File: src/rtl/pc_seq_ctrl.sv
// Pipeline sequencing controller: decides what the PC loads and which pipeline
// registers hold or flush. Sources are arbitrated: exception > branch > mult/div > load-use.
module pc_seq_ctrl #(
   parameter int unsigned MD_LATENCY = 8,
   parameter logic [31:0] EXC_VECTOR = 32'h0000_0180
) (
   input  logic        clk,
   input  logic        reset_n,
   input  logic [31:0] pc_plus4,
   input  logic [4:0]  id_rs,
   input  logic [4:0]  id_rt,
   input  logic        id_uses_rt,
   input  logic        id_md_use,
   input  logic        ex_mem_read,
   input  logic [4:0]  ex_rt,
   input  logic        br_taken,
   input  logic [31:0] br_target,
   input  logic        md_start,
   input  logic        exc_req,
   input  logic [31:0] exc_pc,
   output logic [31:0] pc_result,
   output logic        pc_stall,
   output logic        ifid_stall,
   output logic        ifid_flush,
   output logic        idex_flush,
   output logic        md_busy,
   output logic [31:0] epc
);

   localparam int unsigned CW = $clog2(MD_LATENCY);
   localparam logic [1:0] ST_RUN       = 2'd0;
   localparam logic [1:0] ST_MD_WAIT   = 2'd1;
   localparam logic [1:0] ST_EXC_FLUSH = 2'd2;
   localparam logic [CW-1:0] MD_LOAD   = CW'(MD_LATENCY - 1);

   logic [1:0]    state_q, state_d;
   logic [CW-1:0] md_cnt_q, md_cnt_d;
   logic [31:0]   epc_q, epc_d;

   logic in_flush;
   logic in_md_wait;
   logic load_use;
   logic md_stall;

   assign in_flush   = (state_q == ST_EXC_FLUSH);
   assign in_md_wait = (state_q == ST_MD_WAIT);

   // A load to $0 never produces a value worth waiting for.
   assign load_use = ex_mem_read && (ex_rt != 5'd0) &&
                     ((ex_rt == id_rs) || (id_uses_rt && (ex_rt == id_rt)));
   assign md_stall = in_md_wait && id_md_use;

   // Next-state, count and EPC
   always_comb begin
      state_d  = state_q;
      md_cnt_d = md_cnt_q;
      epc_d    = epc_q;
      case (state_q)
         ST_RUN, ST_MD_WAIT: begin
            if (exc_req) begin
               epc_d    = exc_pc;
               md_cnt_d = '0;
               state_d  = ST_EXC_FLUSH;
            end else if (md_start) begin
               md_cnt_d = MD_LOAD;
               state_d  = ST_MD_WAIT;
            end else if (in_md_wait) begin
               if (md_cnt_q == '0) begin
                  state_d = ST_RUN;
               end else begin
                  md_cnt_d = md_cnt_q - CW'(1);
               end
            end
         end
         ST_EXC_FLUSH: begin
            md_cnt_d = '0;
            state_d  = ST_RUN;
         end
         default: begin
            md_cnt_d = '0;
            state_d  = ST_RUN;
         end
      endcase
   end

   // Output arbitration; only the winning source drives the outputs.
   always_comb begin
      pc_result  = pc_plus4;
      pc_stall   = 1'b0;
      ifid_stall = 1'b0;
      ifid_flush = 1'b0;
      idex_flush = 1'b0;
      if (in_flush) begin
         ifid_flush = 1'b1;
         idex_flush = 1'b1;
      end else if (exc_req) begin
         pc_result  = EXC_VECTOR;
         ifid_flush = 1'b1;
         idex_flush = 1'b1;
      end else if (br_taken) begin
         // The ID instruction is squashed, so any pending stall is moot.
         pc_result  = br_target;
         ifid_flush = 1'b1;
         idex_flush = 1'b1;
      end else if (md_stall || load_use) begin
         pc_stall   = 1'b1;
         ifid_stall = 1'b1;
         idex_flush = 1'b1;
      end
   end

   always_ff @(posedge clk or negedge reset_n) begin
      if (!reset_n) begin
         state_q  <= ST_RUN;
         md_cnt_q <= '0;
         epc_q    <= '0;
      end else begin
         state_q  <= state_d;
         md_cnt_q <= md_cnt_d;
         epc_q    <= epc_d;
      end
   end

   assign md_busy = in_md_wait;
   assign epc     = epc_q;

endmodule

File: config.mk
export PLATFORM = sky130hd
export DESIGN_NAME = pc_seq_ctrl
export DESIGN_NICKNAME = d
export VERILOG_FILES = /design/src/rtl/pc_seq_ctrl.sv
export SDC_FILE = /design/constraint.sdc
export NUM_CORES = 1
export LEC_CHECK = 0
export CAP_MARGIN = 20
export CORE_AREA = 2 2 99 101
export DETAILED_ROUTE_END_ITERATION = 6
export DIE_AREA = 0 0 101 103
export SYNTH_ARGS = -nofsm -noshare
export SYNTH_HDL_FRONTEND = slang
export SYNTH_SLANG_ARGS = --single-unit
File: constraint.sdc
create_clock -name clk -period 2.66 [get_ports clk]
set_input_delay 0.399 -clock clk [delete_from_list [all_inputs] [get_ports clk]]
set_output_delay 0.399 -clock clk [all_outputs]
set_load 0.01 [all_outputs]
Yosys cells after proc, flatten, opt, wreduce, memory -nomap -nowiden
Index checks and enable logic that the tools add are counted.
Widths: inputs -> output; s select.
{ "word_totals": {"ram_bits": 0, "elab_cells": 47, "mem_count": 0, "ff_bits": 37, "latch_bits": 0, "romBits": 0} }
{ "op_classes": {"n_lt_le_gt_ge": 0, "multipliers": 0, "muxes": 23, "n_eq_ne": 7, "n_reduce_logical": 13, "addsub": 1, "n_div": 0, "bitwise": 0, "shift": 0} }
{ "ops": {"columns": ["cell", "count"], "rows": [
  ["$mux 32", 3],
  ["$mux 3", 5],
  ["$ne 4x4->1 const B", 3],
  ["$eq 5x5->1", 2],
  ["$mux 1", 10],
  ["$mux 2", 5],
  ["$reduce_and 2->1", 3],
  ["$reduce_bool 5->1", 1],
  ["$logic_and 1x1->1", 4],
  ["$logic_not 3->1", 1],
  ["$sub 3x1->3 const B", 1],
  ["$eq 2x1->1 const B", 1],
  ["$eq 2x2->1 const B", 1],
  ["$logic_not 2->1", 1],
  ["$logic_or 1x1->1", 2],
  ["$reduce_or 2->1", 1]
]} }

Longest topological paths before layout
Gate-level depths: netlist (run 1).
{ "logic_depth": {"word_depth": 9, "depth_mapped": 6} }

Worst setup path after synthesis (run 1)
Ideal clock, no wire load.
{ "synth_path": {"path_kind": "input-to-output", "start": "in exc_req", "end": "out pc_stall", "stages": 6, "t_arrival_ns": 1.417, "required_time_ns": 2.261, "path_buffers": 2, "path_slack_ns": 0.844, "cell_sequence": "buf_2 nor2_1 nand2_1 or2_1 o21ai_1 buf_4"} }
{ "synth_via": {"elab_chain_cells": 2} }
{ "synth_lines": {"columns": ["element", "line_no", "text"], "rows": [
  ["start, declared", "19", "input logic exc_req,"],
  ["$mux 1 (2 in a row)", null, null],
  ["end, declared", "22", "output logic pc_stall,"]
]} }
Every way passes these cells.

Final worst setup path (run 1)
{ "layout_path": {"start": "in exc_req", "end": "out pc_result[22]"} }
{ "layout_via": {"elab_chain_cells": 2} }
{ "layout_lines": {"columns": ["element", "line_no", "text"], "rows": [
  ["$mux 32", "96", "end else if (exc_req) begin"],
  ["$mux 32", "93", "if (in_flush) begin"],
  ["end, declared", "21", "output logic [31:0] pc_result,"]
]} }
Every way passes these cells.

==> results of run 1 <==
## metrics by stage
step | hold WS, ns | setup TNS, ns
3_3_place_gp | 0.489 | -0.149
3_5_place_dp | 0.493 | -0.264
2_1_floorplan | 0.103 | 0
6_report | 0.204 | 0
4_1_cts | 0.235 | 0
5_1_grt | 0.263 | 0
## cell families (layout without fill, tap and decap cells)
logic type | count (synthesis) | after routing | share of synthesized area, %
multiplexers | 33 | 33 | 20.8
AO/OA/AOI/OAI | 47 | 47 | 11.0
XOR/XNOR | 11 | 11 | 4.19
AND/OR/NAND/NOR | 73 | 73 | 16.5
adder cells (fa/ha/maj) | 2 | 2 | 1.09
buffers and inverters | 22 | 212 | 6.20
flip-flops | 37 | 37 | 40.2
## what timing repair did
item                                    CTS  global route
pin swaps                                 1             0
endpoints found under the setup margin    3            13
hold buffers                              0             0
resized for setup                         4             1
## worst max-delay path, delay by kind of cell
family,cells,cell delay [ns]
buffers and inverters,3,1.30
AOI/OAI and AO/OA,2,0.44
## cells in the mapped netlist
cell      instances
nand2_1           1
buf_2             3
a32oi_1           1
xor2_1            9
o21ai_0           4
nor2_1           33
o21ai_1           4
ha_1              2
a31oi_1           2
nor3_1            1
a21oi_1          31
mux2_4           29
inv_1             6
nand4_1           1
a21boi_0          2
buf_4             1
nor4_1            1
nand2b_1         31
or2_1             1
xnor2_1           2
mux2i_1           1
nor2b_1           1
nor2b_4           1
mux2_2            3
and2_1            1
o21a_1            3
dfrtp_1          37
clkbuf_1          5
or4_1             1
buf_6             7
## cell type report
type / count / share of cell area, %
Multi-Input combinational cell: 166 / 28.0
Sequential cell: 37 / 20.9
Clock buffer: 6 / 1.87
Timing Repair Buffer: 198 / 44.6
Tap cell: 114 / 3.23
Inverter: 6 / 0.509
Clock inverter: 2 / 0.849
## registers in the layout (all words and copies together) (netlist names)
name      flops
epc          32
md_cnt_q      3
state_q       2
## cells in the final DEF (no fill, tap or decap), drive strengths merged, types with 3 or more instances in the layout
cell type / instances
clkbuf: 6
a21oi: 31
o21a: 3
clkdlybuf4s50: 183
buf: 12
nand2b: 31
o21ai: 8
dfrtp: 37
nor2: 33
xor2: 9
mux2: 32
dlygate4sd2: 3
inv: 6
## path summary, 6_finish.rpt
| check | endpoint | from | depth (start not counted) | slack, ns |
|---|---|---|---|---|
| min in group clk | epc[17] | epc[17] | 1 | 0.51 |
| setup reg to reg | md_cnt_q[1] | md_cnt_q[0] | 6 | 1.19 |
| hold reg to reg | epc[17] | epc[17] | 1 | 0.51 |
| hold / removal | epc[2] | reset_n | 1 | 0.20 |
| setup / recovery | pc_result[22] | exc_req | 5 | 0.12 |
| max in group asynchronous | md_cnt_q[0] | reset_n | 1 | 1.94 |
## routing by layer
layer | vias to the layer above | routed length [um] | global-route usage [%]
li1 | 1132 | - | -
met1 | 1032 | 3160 | 16.3
met2 | 136 | 3570 | 23.7
met3 | 8 | 929 | 5.63
met4 | 0 | 97 | 3.33
met5 | - | 0 | 0
## power by group
group / internal, mW / switching (mW)
combinational: 0.534 / 0.286
clock: 0.305 / 0.199
sequential: 0.640 / 0.0445
==> key figures, run 1 <==
Critical path
  – Cell mode on critical path: clkdlybuf4s50_1
  – CP Class: input pin to primary output
  – Crit path cell chain: clkdlybuf4s50_1, o21a_1, buf_4, a21oi_1, clkdlybuf4s50_1
  – Arrival time worst endpoint: 2.14 ns
  – Critical Path Sink Type: primary output
  – Crit path launch type: input pin
  – CP Data Required Time: 2.26 ns
  – Worst Path Max Fanout: 16
  – Largest stage delay on the critical path: between 0.5 and 0.6 ns
  – Crit path max-delay cell type: clkdlybuf4s50_1

Placement
  – Pre-CTS setup slack: -0.117 ns
  – Post-DP HPWL: 6190 um
  – GPL Wtd Cong: 0.796
  – IO buf count: 187
  – Placed Area: 0.00430 mm^2
  – Placed Cells: 521

Timing
  – RSZ-0062 raised after global routing: false
  – Final Critical Period: 2.54 ns
  – Period utilization: between 90% and 100%
  – Final Setup Violations: 0
  – Fin. Hold Viols: 0
  – Worst slew pin tran: around 0.82 ns
  – Slew Viols, Final: 0
  – Slew Limit Headroom: 45.4%
  – Fmax: around 390 MHz
  – Worst Skew: ~0.0055 ns
  – Post-route setup slack: 0.118 ns

Routing
  – Antenna-violating nets left: 0
  – Total routed wirelength: 7760 um
  – DRC viols: 0
  – Routed len/inst: 14.7 um
  – Vias: roughly 2300
  – Drt first pass iters: 3
  – Drt via density: 4.36
  – Initial DRC count: 41

Min path
  – Min-Delay Path Class: input pin to asynchronous set/reset pin

Clock network
  – Clk slew on worst S/H paths: about 0.08 ns
  – Clk sinks: 37
  – Postcts setup bufs: 0
  – Root buffer cell: clkbuf_8
  – Worst-Skew Late Latency: about 0.28 ns
  – Longest Clk Path Bufs: 2
  – Cts bufs inserted: 5
  – CTS tree: yes
  – H-tree lvl count: 2

Floorplanning
  – Io pins: 188
  – Die height: 103 um
  – Die Wd: between 100 and 150 um
  – Rows: 36
  – Effective utilization at floorplan: 24.3%
  – Core area: between 0.009 and 0.01 mm^2
  – Die area: around 0.010 mm^2

Run status
  – Run status: completed

Yosys
  – Cells after synthesis: 225
  – Post-synth top area share: 40.2%
  – Top post-synthesis cells by area: dfrtp_1, mux2_4, nand2b_1, a21oi_1, nor2_1
  – Mean Syn Cell Area: 10.2 um^2
  – Synth Cell Area: between 0.002 and 0.0025 mm^2
  – Register bit total from synthesis: 37
  – Area leader, netlist: dfrtp_1
  – Post-Syn Nets: 346
  – Register area share after synthesis: 40.2%
  – Post-synth cell types: 30
  – Ys Warns: 0

Global route
  – Initial antenna violation count: 0
  – First-pass GRT wire length: 11400 um
  – GR Util All Layers: 13.8%
  – Vias in the first global route: ~2300
  – Pin count of the biggest net entering global routing: 38
  – Gr ovfl total: 0

Finish
  – Core Util, Final: 46.7%
  – Final Cell Area: 0.00442 mm^2
  – Synth-to-Final Area Change: 92.0%
  – # fillers: slightly above 900
  – Area of the multi-input gates: 0.00124 mm^2
  – Layout Nets: around 540
  – Fin cells: 529
  – Register area: a little over 900 um^2
  – Share of post-route cells with drive strength above 1: 13.3%
  – # diodes: 0

Power and ir drop
  – Maximum vdd ir drop: approximately 0.00035 V
  – PnR Total Power: 2.01 mW
  – Pleak: 1.85 nW
  – Pwr dens: 455 mW/mm^2

Job
  – Max cap viols: 0
(Power assumes the default switching activity.)
==> run 2: changes to the inputs <==
Settings changed: SETUP_SLACK_MARGIN from default to 0.4.
Clock period 2.66 ns to 3.2 ns, I/O delays scaled along.
==> run 2 against run 1 <==
Compared with the run above: via count is 0.65% lower; clock-buffer cell count is 1 lower; register-to-register slack better by 0.57 ns; sequential power is 17% lower; non-clock buffer count is 5 lower; worst hold slack better by 0.084 ns; utilization is 0.44 points lower; global-route usage hardly changed; die area stayed put; final cell count is 0.95% lower; wire length is 0.15% lower; sequential share of layout area is 0.20 points higher; critical path type unchanged.
==> key figures, run 2 (same netlist as run 1, synthesis figures left out) <==
Timing
  – Slew Viols, Final: 0
  – Slew Limit Headroom: 45.2%
  – RSZ-0062 raised after global routing: true
  – Fmax: 371 MHz
  – Setup TNS: 0 ns
  – Final Critical Period: 2.70 ns
  – Fin. Hold Viols: 0
  – Worst Skew: 0.00281 ns
  – Period utilization: between 80% and 90%
  – Final Setup Violations: 0
  – Hold Slack: 0.288 ns
  – Worst slew pin tran: 0.823 ns

Finish
  – Most frequent cells in the layout: clkdlybuf4s50_1, dfrtp_1, nor2_1, nand2b_1, a21oi_1
  – Synth-to-Final Area Change: 90.2%
  – Share of post-route cells with drive strength above 1: a little under an eighth
  – Final Cell Area: about 0.0044 mm^2
  – Commonest non-fill, non-tap cell in the layout: clkdlybuf4s50_1
  – # diodes: 0
  – Max reg flops: 32
  – Layout Nets: 530

Floorplanning
  – Die height: 103 um
  – Rows: 36
  – Die area: 0.0104 mm^2
  – Core area: 0.00946 mm^2
  – Die Wd: 101 um
  – Effective utilization at floorplan: 24.3%
  – Io pins: between 150 and 200

Clock network
  – H-tree lvl count: 2
  – Postcts setup bufs: 0
  – Clk slew on worst S/H paths: 0.08 ns
  – Longest Clk Path Bufs: 2
  – Cts bufs inserted: 5
  – CTS tree: yes
  – Root buffer cell: clkbuf_8
  – Worst-Skew Late Latency: 0.28 ns
  – Clk sinks: 37

Placement
  – Placed Area: approximately 0.0043 mm^2
  – GPL Wtd Cong: 0.791
  – Post-DP HPWL: 6070 um
  – IO buf count: roughly 190

Power and ir drop
  – Maximum vdd ir drop: 0.000336 V
  – Combinational share of power: between 40% and 50%
  – Switching share of power: 27.1%
  – Pleak: 1.83 nW
  – Switch Pwr: between 0.4 and 0.5 mW
  – Flop pwr share: 34.6%
  – PnR Total Power: 1.65 mW
  – Clk pwr share: 24.5%
  – Pint: about 1.2 mW
  – Pwr dens: roughly 380 mW/mm^2

Routing
  – Initial DRC count: 23
  – DRC viols: 0
  – Drt first pass iters: 4
  – Routed len/inst: 14.8 um
  – Antenna-violating nets left: 0
  – Total routed wirelength: a little under 8000 um
  – Vias: 2293
  – Drt via density: 4.38

Global route
  – Vias in the first global route: 2289
  – Pin count of the biggest net entering global routing: 38
  – GR Util All Layers: 13.9%
  – Gr ovfl total: 0
  – Initial antenna violation count: 0
  – First-pass GRT wire length: 11200 um

Job
  – Max cap viols: 0

Critical path
  – Arrival time worst endpoint: 2.22 ns
  – Critical Path Sink Type: primary output
  – CP Data Required Time: 2.72 ns
  – CP Class: input pin to primary output
  – Worst Path Max Fanout: 18
  – Crit path launch type: input pin

Min path
  – Min-Delay Path Class: input pin to asynchronous set/reset pin

Run status
  – Run status: completed
run 2: changes by cell type in the layout (fill, tap and decap cells not counted):
cell,delta
and2_2,-1
clkdlybuf4s50_1,-1
clkinv_4,+1
buf_6,+1
buf_4,-6
clkbuf_8,-1
dlymetal6s2s_1,+1
and2_1,+1
o21ai_2,-1
o21ai_1,+1
run 2: worst paths after layout:
check                             from      endpoint  slack, ns  cells past startpoint
max                           br_taken  pc_result[3]       0.50                      6
min                            reset_n       epc[21]       0.29                      1
max reg2reg                md_cnt_q[0]   md_cnt_q[1]       1.76                      6
min reg2reg                    epc[25]       epc[25]       0.51                      1
max in group asynchronous      reset_n       epc[14]       2.40                      1
min in group clk               epc[25]       epc[25]       0.51                      1
run 2: cell type report:
cell class	instances	area [um^2]
clock buffer	5	68.8
clock inverter	3	46.3
fill	923	5080
inverter	6	22.5
multi-input combinational	166	1230
sequential	37	926
tap	114	143
timing repair buffer	193	1940
run 2: worst max-delay path, stage by stage:
cell and delay, ns:
clkdlybuf4s50_1 0.51, and2_1 0.24, buf_6 0.21, nor2_1 0.06
a21oi_1 0.14, clkdlybuf4s50_1 0.57
run 2: power groups by stage:
| stage | clock network (mW) | logic (mW) | registers [mW] |
|---|---|---|---|
| floorplan | 0 | 0.243 | 0.604 |
| global placement | 0 | 0.677 | 0.578 |
| detailed placement | 0 | 0.682 | 0.577 |
| CTS | 0.428 | 0.685 | 0.572 |
| global route | 0.450 | 0.724 | 0.579 |
| finish | 0.406 | 0.676 | 0.571 |
run 2: repair_timing:
action / 4_1_cts / 5_1_grt
gates resized for setup: 3 / 2
gates cloned: 0 / 0
hold buffers: 0 / 0
endpoints found under the setup margin: 3 / 10
run 2: metrics by stage:
stage	instances	util [%]	setup WS, ns
6_report	524	46.3	0.504
4_1_cts	524	46.2	0.417
3_3_place_gp	516	45.1	0.316
2_1_floorplan	225	-	1.22
3_5_place_dp	516	45.1	0.302
5_1_grt	524	46.3	0.380
run 2: metal layers:
metal | share of wire [%] | vias up | wire length (um) | global-route usage [%]
li1 | - | 1114 | - | -
met1 | 42 | 1042 | 3280 | 16.5
met2 | 46 | 133 | 3530 | 23.5
met3 | 11 | 4 | 868 | 5.29
met4 | 0.84 | 0 | 65 | 3.74
met5 | 0 | - | 0 | 0
